**src/rtl/instruction_phase_decoder.sv**
```systemverilog
// Free-running 4-phase sequencer producing one-hot FETCH/DECODE/EXECUTE/COMMIT strobes.
// Optional hold input enabled by defining INSTR_PHASE_STALL_EN.
module instruction_phase_decoder (
  input  logic       clk,
  input  logic       reset,
`ifdef INSTR_PHASE_STALL_EN
  input  logic       stall,
`endif
  output logic       fetch,
  output logic       decode,
  output logic       execute,
  output logic       commit,
  output logic [1:0] phase
);

  typedef enum logic [3:0] {
    S_FETCH   = 4'b0001,
    S_DECODE  = 4'b0010,
    S_EXECUTE = 4'b0100,
    S_COMMIT  = 4'b1000
  } state_t;

  // Power-up value keeps the strobes defined before the first reset.
  state_t state_reg = S_FETCH;
  state_t state_next;
  logic   legal;
  logic   hold;

`ifdef INSTR_PHASE_STALL_EN
  assign hold = stall;
`else
  assign hold = 1'b0;
`endif

  always_comb begin
    state_next = S_FETCH;
    legal      = 1'b1;
    case (state_reg)
      S_FETCH:   state_next = S_DECODE;
      S_DECODE:  state_next = S_EXECUTE;
      S_EXECUTE: state_next = S_COMMIT;
      S_COMMIT:  state_next = S_FETCH;
      default: begin
        state_next = S_FETCH;
        legal      = 1'b0;
      end
    endcase
    // A stall only freezes a legal phase; corrupted state still recovers to FETCH.
    if (hold && legal)
      state_next = state_reg;
  end

  always_ff @(posedge clk) begin
    if (reset)
      state_reg <= S_FETCH;
    else
      state_reg <= state_next;
  end

  assign fetch   = state_reg[0];
  assign decode  = state_reg[1];
  assign execute = state_reg[2];
  assign commit  = state_reg[3];

  always_comb begin
    phase = 2'd0;
    case (state_reg)
      S_FETCH:   phase = 2'd0;
      S_DECODE:  phase = 2'd1;
      S_EXECUTE: phase = 2'd2;
      S_COMMIT:  phase = 2'd3;
      default:   phase = 2'd0;
    endcase
  end

endmodule

```
**config.mk**
```make
export PLATFORM = sky130hd
export DESIGN_NAME = instruction_phase_decoder
export DESIGN_NICKNAME = d
export VERILOG_FILES = /design/src/rtl/instruction_phase_decoder.sv
export SDC_FILE = /design/constraint.sdc
export NUM_CORES = 1
export LEC_CHECK = 0
export CAP_MARGIN = 20
export CORE_AREA = 2 2 39 41
export CTS_BUF_LIST = sky130_fd_sc_hd__clkbuf_16
export DETAILED_ROUTE_END_ITERATION = 6
export DIE_AREA = 0 0 41 43
export PLACE_DENSITY = 0.37
export SYNTH_ARGS = -nofsm -noshare
export SYNTH_HDL_FRONTEND = slang
export SYNTH_SLANG_ARGS = --single-unit
```
**constraint.sdc**
```tcl
create_clock -name clk -period 1.4 [get_ports clk]
set_input_delay 0.28 -clock clk [delete_from_list [all_inputs] [get_ports clk]]
set_output_delay 0.28 -clock clk [all_outputs]
set_load 0.005 [all_outputs]
```
==> reports/summary.txt, run 1 <==
Status - finished clean
CTS Sinks - 4
Critical Path Stages - 1
Max clock buf depth - 2
Synth Cell Area - 191.4 sq um
Cell family with most CP delay - buffers and inverters
Die width - 41 um
Top post-synthesis cells by area - dfxtp_1, nor4b_2, xnor2_1
GRT Total Usage - 7.021%
Fin crit share - 97.71%
Routed wire per std cell - 9.565 um
CP Capture Type - output port
VDD IR-drop max - 0.7082 mV
Cell Pwr Density - 1750 nW/um^2
Max FFs per register - 4
Max Fclk - 0.7311 GHz
Most frequent cell after synthesis - dfxtp_1
RSZ-0062 raised after global routing - false
Final Instance Area - 390.4 sq um
Count of maximum capacitance violations - 0
Syn avg cell area - 11.26 sq um
Worst setup startpoint - state_reg[0]
Leakage Power - 0.1631 nW
Register bit count reported by yosys - 4
Vias in the first global route - 191
Worst Path Max Fanout - 6
Crit-path cells - clkdlybuf4s50_1
DR iter-0 viols - 3
Slowest stage delay, CP - 0.50 ns
First drt pass iteration count - 2
Req. time, crit path - 1.12 ns
Clk pin slew, worst setup/hold paths - 0.03 ns
Num rows - 14
Final Skew - 0.001407 ns
Final hold violation count - 0
Root buf cell - clkbuf_16
Vias per cell - 3.696
Final total power - 0.6832 mW
Placed cells - 43
Crit path DAT - 1.09 ns
Worst r2r dst - state_reg[3]
Pin count of the biggest net entering global routing - 7
Synth cell count leaders - dfxtp_1, nor4b_2, nor3_1, xnor2_1
CP Launch Type - flop
Final core utilization - 28.21%
Bufs and invs on worst path - 1
Antenna violations before repair - 0
First-pass GRT wire length - 786 um
H-tree levels - 1
Port Buffers - 7
Number of enable flip-flop cells after synthesis - 0
FF-to-FF setup slack - 0.35 ns
Async S/R FF share, synth - 0%
Library cells used by synthesis - 10
GPL Wtd Cong - 0.6854
Worst setup path endpoint - fetch
Min Clock Period, post-route - 1.368 ns
Final wirelength - 440 um
Die Y - 43 um
Worst R2R Path Depth - 3
Post-synthesis cell count - 17
Final #Nets - 34
CTS Hold Bufs - 0
CTS tree - done
Grt total ovfl - 0
Worst slew pin tran - 0.1926 ns
Ports - 8
Final setup violating endpoints - 0
Critical path's slowest cell - clkdlybuf4s50_1
Post-synthesis sequential area ratio - 41.83%
Yosys synthesis warning count - 0
Drc violations - 0
Placed inst area - 306.5 sq um
R2r startpoint - state_reg[3]
Area growth, synth to finish - 103.9%
CTS buffer count - 3
Ant. Diodes - 0
Vias - 170
Core ar. - 1384 sq um
WHS Path Cells - 1
Synth Net Count - 19
Die ar. - 1763 sq um
Most area-hungry cell type in the Yosys netlist - dfxtp_1
Hold Path Class - reg2reg
Routed Antenna Nets - 0
Synth Flop Type - dfxtp_1
Hpwl dp - 338.1 um
CP Class - reg2out
Slew Viols, Final - 0
Layout Cells excl Fill - 46
Initial Util - 13.83%
Share of cells above drive strength 1 - 50.00%
Rel. slew slack - 87.12%
Worst skew pair latency - 0.22 ns
Area fraction of the dominant cell type after synthesis - 41.83%
[worst min-delay path by stage]
stage | slack, ns | endpoint | start
5_1_grt | 0.47 | state_reg[3] | state_reg[0]
3_3_place_gp | 0.54 | state_reg[3] | state_reg[0]
3_5_place_dp | 0.54 | state_reg[3] | state_reg[0]
6_report | 0.46 | state_reg[3] | state_reg[0]
4_1_cts | 0.47 | state_reg[3] | state_reg[0]
2_1_floorplan | 0.39 | state_reg[0] | reset
[layout by cell type (no fill, tap or decap)]
cell type and n:
dlygate4sd2_1 5, dfxtp_4 1, buf_4 2, buf_6 2
clkdlybuf4s50_1 2, nor3_1 2, o211ai_1 1, xor2_1 1
dfxtp_2 3, xnor2_1 2, or2_4 1, o21ai_0 1
nor4b_2 3, clkbuf_16 3, nor2_1 1
[stage by stage]
step / setup TNS [ns] / hold WS [ns] / setup WS, ns
floorplan: 0 / 0.3932 / 0.3776
global placement: -0.004486 / 0.5446 / -0.004486
detailed placement: -0.01441 / 0.5423 / -0.01441
CTS: 0 / 0.4739 / 0.007055
global route: 0 / 0.4728 / 0.007606
finish: 0 / 0.4551 / 0.03211
[routing by layer]
layer	GRT usage, %	part of all wire (%)	vias to the layer above	wire length (um)
met1	7.692	45	75	198
met5	0	0	-	0
met4	4.000	0	0	0
met3	4.712	5.7	0	25
met2	9.688	49	5	216
li1	-	-	90	-
[power breakdown]
group	internal [mW]	switching (mW)	leakage [nW]
clock	0.364	0.0743	0.0370
sequential	0.131	0.0166	0.0343
combinational	0.0612	0.0356	0.0918
[cells by family (layout without fill, tap and decap cells)]
logic type | after synthesis | in the layout | share of synthesized area, %
simple gates | 7 | 7 | 35.29
flops | 4 | 4 | 41.83
buf+inv | 1 | 14 | 2.612
compound gates | 2 | 2 | 6.535
xor+xnor | 3 | 3 | 13.73
[final cells by class]
type	count	area, sq um
flip-flops and latches	4	87.58
repair buffers	11	101.3
clock buffers	3	75.07
fillers	147	993.5
multi-input cells	12	106.4
well taps	16	20.02
[what timing repair did]
action                     4_1_cts  5_1_grt
pin swaps                        0        0
setup endpoints to repair        6        1
setup buffers                    0        0
hold endpoints to repair         0        0
resized for setup               11        1
(Power assumes the default switching activity.)
==> run 2, diff against run 1 <==
- CTS_CLUSTER_SIZE: unset -> 12
==> results of run 2 <==
The final DEF is identical to that of run 1; final timing and power are the same.
==> patch, RTL diff (settings of run 1) <==
Register the output `execute`; this adds one clock of latency there. The other outputs are not delayed to match.
--- a/src/rtl/instruction_phase_decoder.sv
+++ b/src/rtl/instruction_phase_decoder.sv
@@ -59,7 +59,9 @@
 
   assign fetch   = state_reg[0];
   assign decode  = state_reg[1];
-  assign execute = state_reg[2];
+  always_ff @(posedge clk) begin
+    execute <= state_reg[2];
+  end
   assign commit  = state_reg[3];
 
   always_comb begin
Function: changed (a bounded check fails within 4 cycles, from zero or initial values and one cycle with reset high).
==> patch against run 1 <==
- setup slack gained 0.032 ns
- routed wire length rose by 1.6%
- sequential cell count rose by 1
- power grew 6.0%
- die area unchanged
- sequential power rose by 18%
- count of clock-buffer cells in the layout is the same
- cell area up 6.7%
- synthesized area is 13% higher
- largest power group unchanged
==> patch: results (changes against run 1) <==
OUTCOME
---------------------------------------------------------------------
Status ................................................. finished clean   unchanged

POWER AND IR DROP
---------------------------------------------------------------------
Peak supply drop .......................................  0.0006062 V   was 0.0007082 V
LEAKAGE ................................................    0.1774 nW   was 0.1631 nW

SETUP PATH
---------------------------------------------------------------------
Peak per-stage delay on the critical path ..............      0.37 ns   was 0.50 ns
Signal arrival time at the worst endpoint ..............      1.06 ns   was 1.09 ns

FINAL LAYOUT
---------------------------------------------------------------------
Total Nets Final .......................................           35   was 34
Final cell count without fillers .......................           48   was 46

YOSYS
---------------------------------------------------------------------
Synthesized Nets .......................................           20   was 19
Seq/Total Area, Yosys ..................................       46.24%   was 41.83%
Cell types with the largest area share after synthesis . dfxtp_1, nor4b_2, xnor2_1   unchanged
Post-synthesis area per instance .......................    12.03 µm²   was 11.26 µm²
Post-synthesis cell type count .........................           11   was 10

ROUTING
---------------------------------------------------------------------
Met3 WL ................................................        20 µm   was 25 µm
First-pass iteration count of the detailed router ......            1   was 2
Routed WL per cell .....................................     9.313 µm   was 9.565 µm
Met1 wire length .......................................       187 µm   was 198 µm
Via Count ..............................................          179   was 170
Met2 routed wirelength .................................       238 µm   was 216 µm

CTS
---------------------------------------------------------------------
Post-cts sizing count ..................................            7   was 11

GLOBAL ROUTE
---------------------------------------------------------------------
Vias in the first global route .........................          175   was 191
Global-route wire length before repair .................       717 µm   was 786 µm

TIMING
---------------------------------------------------------------------
Worst rel slew slack ...................................       88.48%   was 87.12%

PLACEMENT
---------------------------------------------------------------------
Gp weighted congestion .................................       0.6975   was 0.6854
Instance count after placement with tap cells included .           44   was 43
Total placed instance area .............................    331.6 µm²   was 306.5 µm²

## patch: cell count changes after synthesis, sizes merged
| cell | before | now |
|---|---|---|
| dfxtp | 4 | 5 |
## patch: cells by family after synthesis
kind of cell | after synthesis | share of synthesized area (%)
and+or+nand+nor | 7 | 33.52
AOI/OAI and AO/OA | 2 | 5.779
buffers and inverters | 1 | 2.310
xor gates and xnor gates | 3 | 12.14
DFF | 5 | 46.24
## patch: metrics by stage
step / power, mW / setup TNS, ns / setup slack (ns) / util (%) / hold WS [ns]
floorplan: 0.2197 / 0 / 0.3920 / - / 0.3258
finish: 0.7243 / 0 / 0.06423 / 30.11 / 0.5543
global placement: 0.2792 / 0 / 0.003715 / 23.96 / 0.5512
global route: 0.7613 / -0.004444 / -0.004444 / 30.11 / 0.5689
detailed placement: 0.2787 / -0.005001 / -0.005001 / 23.96 / 0.5470
CTS: 0.7352 / 0 / 0.03697 / 29.57 / 0.5513
## patch: layout make-up
cell class	count	share of cell area, %
Multi-Input combinational cell	12	27.93
Tap cell	16	4.805
Clock inverter	1	0.9009
Timing Repair Buffer	11	23.42
Sequential cell	5	24.92
Clock buffer	3	18.02
## patch: worst paths after layout
path                            from  slack, ns  depth (start not counted)                 endpoint
max          state_reg[2]$_SDFF_PP0_       0.06                          3                 phase[1]
min          state_reg[2]$_SDFF_PP0_       0.55                          1          execute$_DFF_P_
max reg2reg  state_reg[3]$_SDFF_PP0_       0.36                          3  state_reg[3]$_SDFF_PP0_
min reg2reg  state_reg[2]$_SDFF_PP0_       0.55                          1          execute$_DFF_P_
## patch: where the power goes
part / switching (mW) / internal [mW]
Clock: 0.0837 / 0.369
Combinational: 0.0389 / 0.0577
Sequential: 0.0151 / 0.160
Total: 0.138 / 0.587
## patch: metal layers
layer	global-route usage, %	vias to the layer above
met5	0	-
met4	2.000	0
met3	7.853	0
met2	9.375	4
met1	6.129	83
li1	-	92
## patch: worst max-delay path: cells and delay by family, from the launching register on
kind	cells	cell delay [ns]
flip-flops	1	0.37
buffers and inverters	1	0.26
XOR/XNOR	1	0.15
AND/OR/NAND/NOR	1	0.05
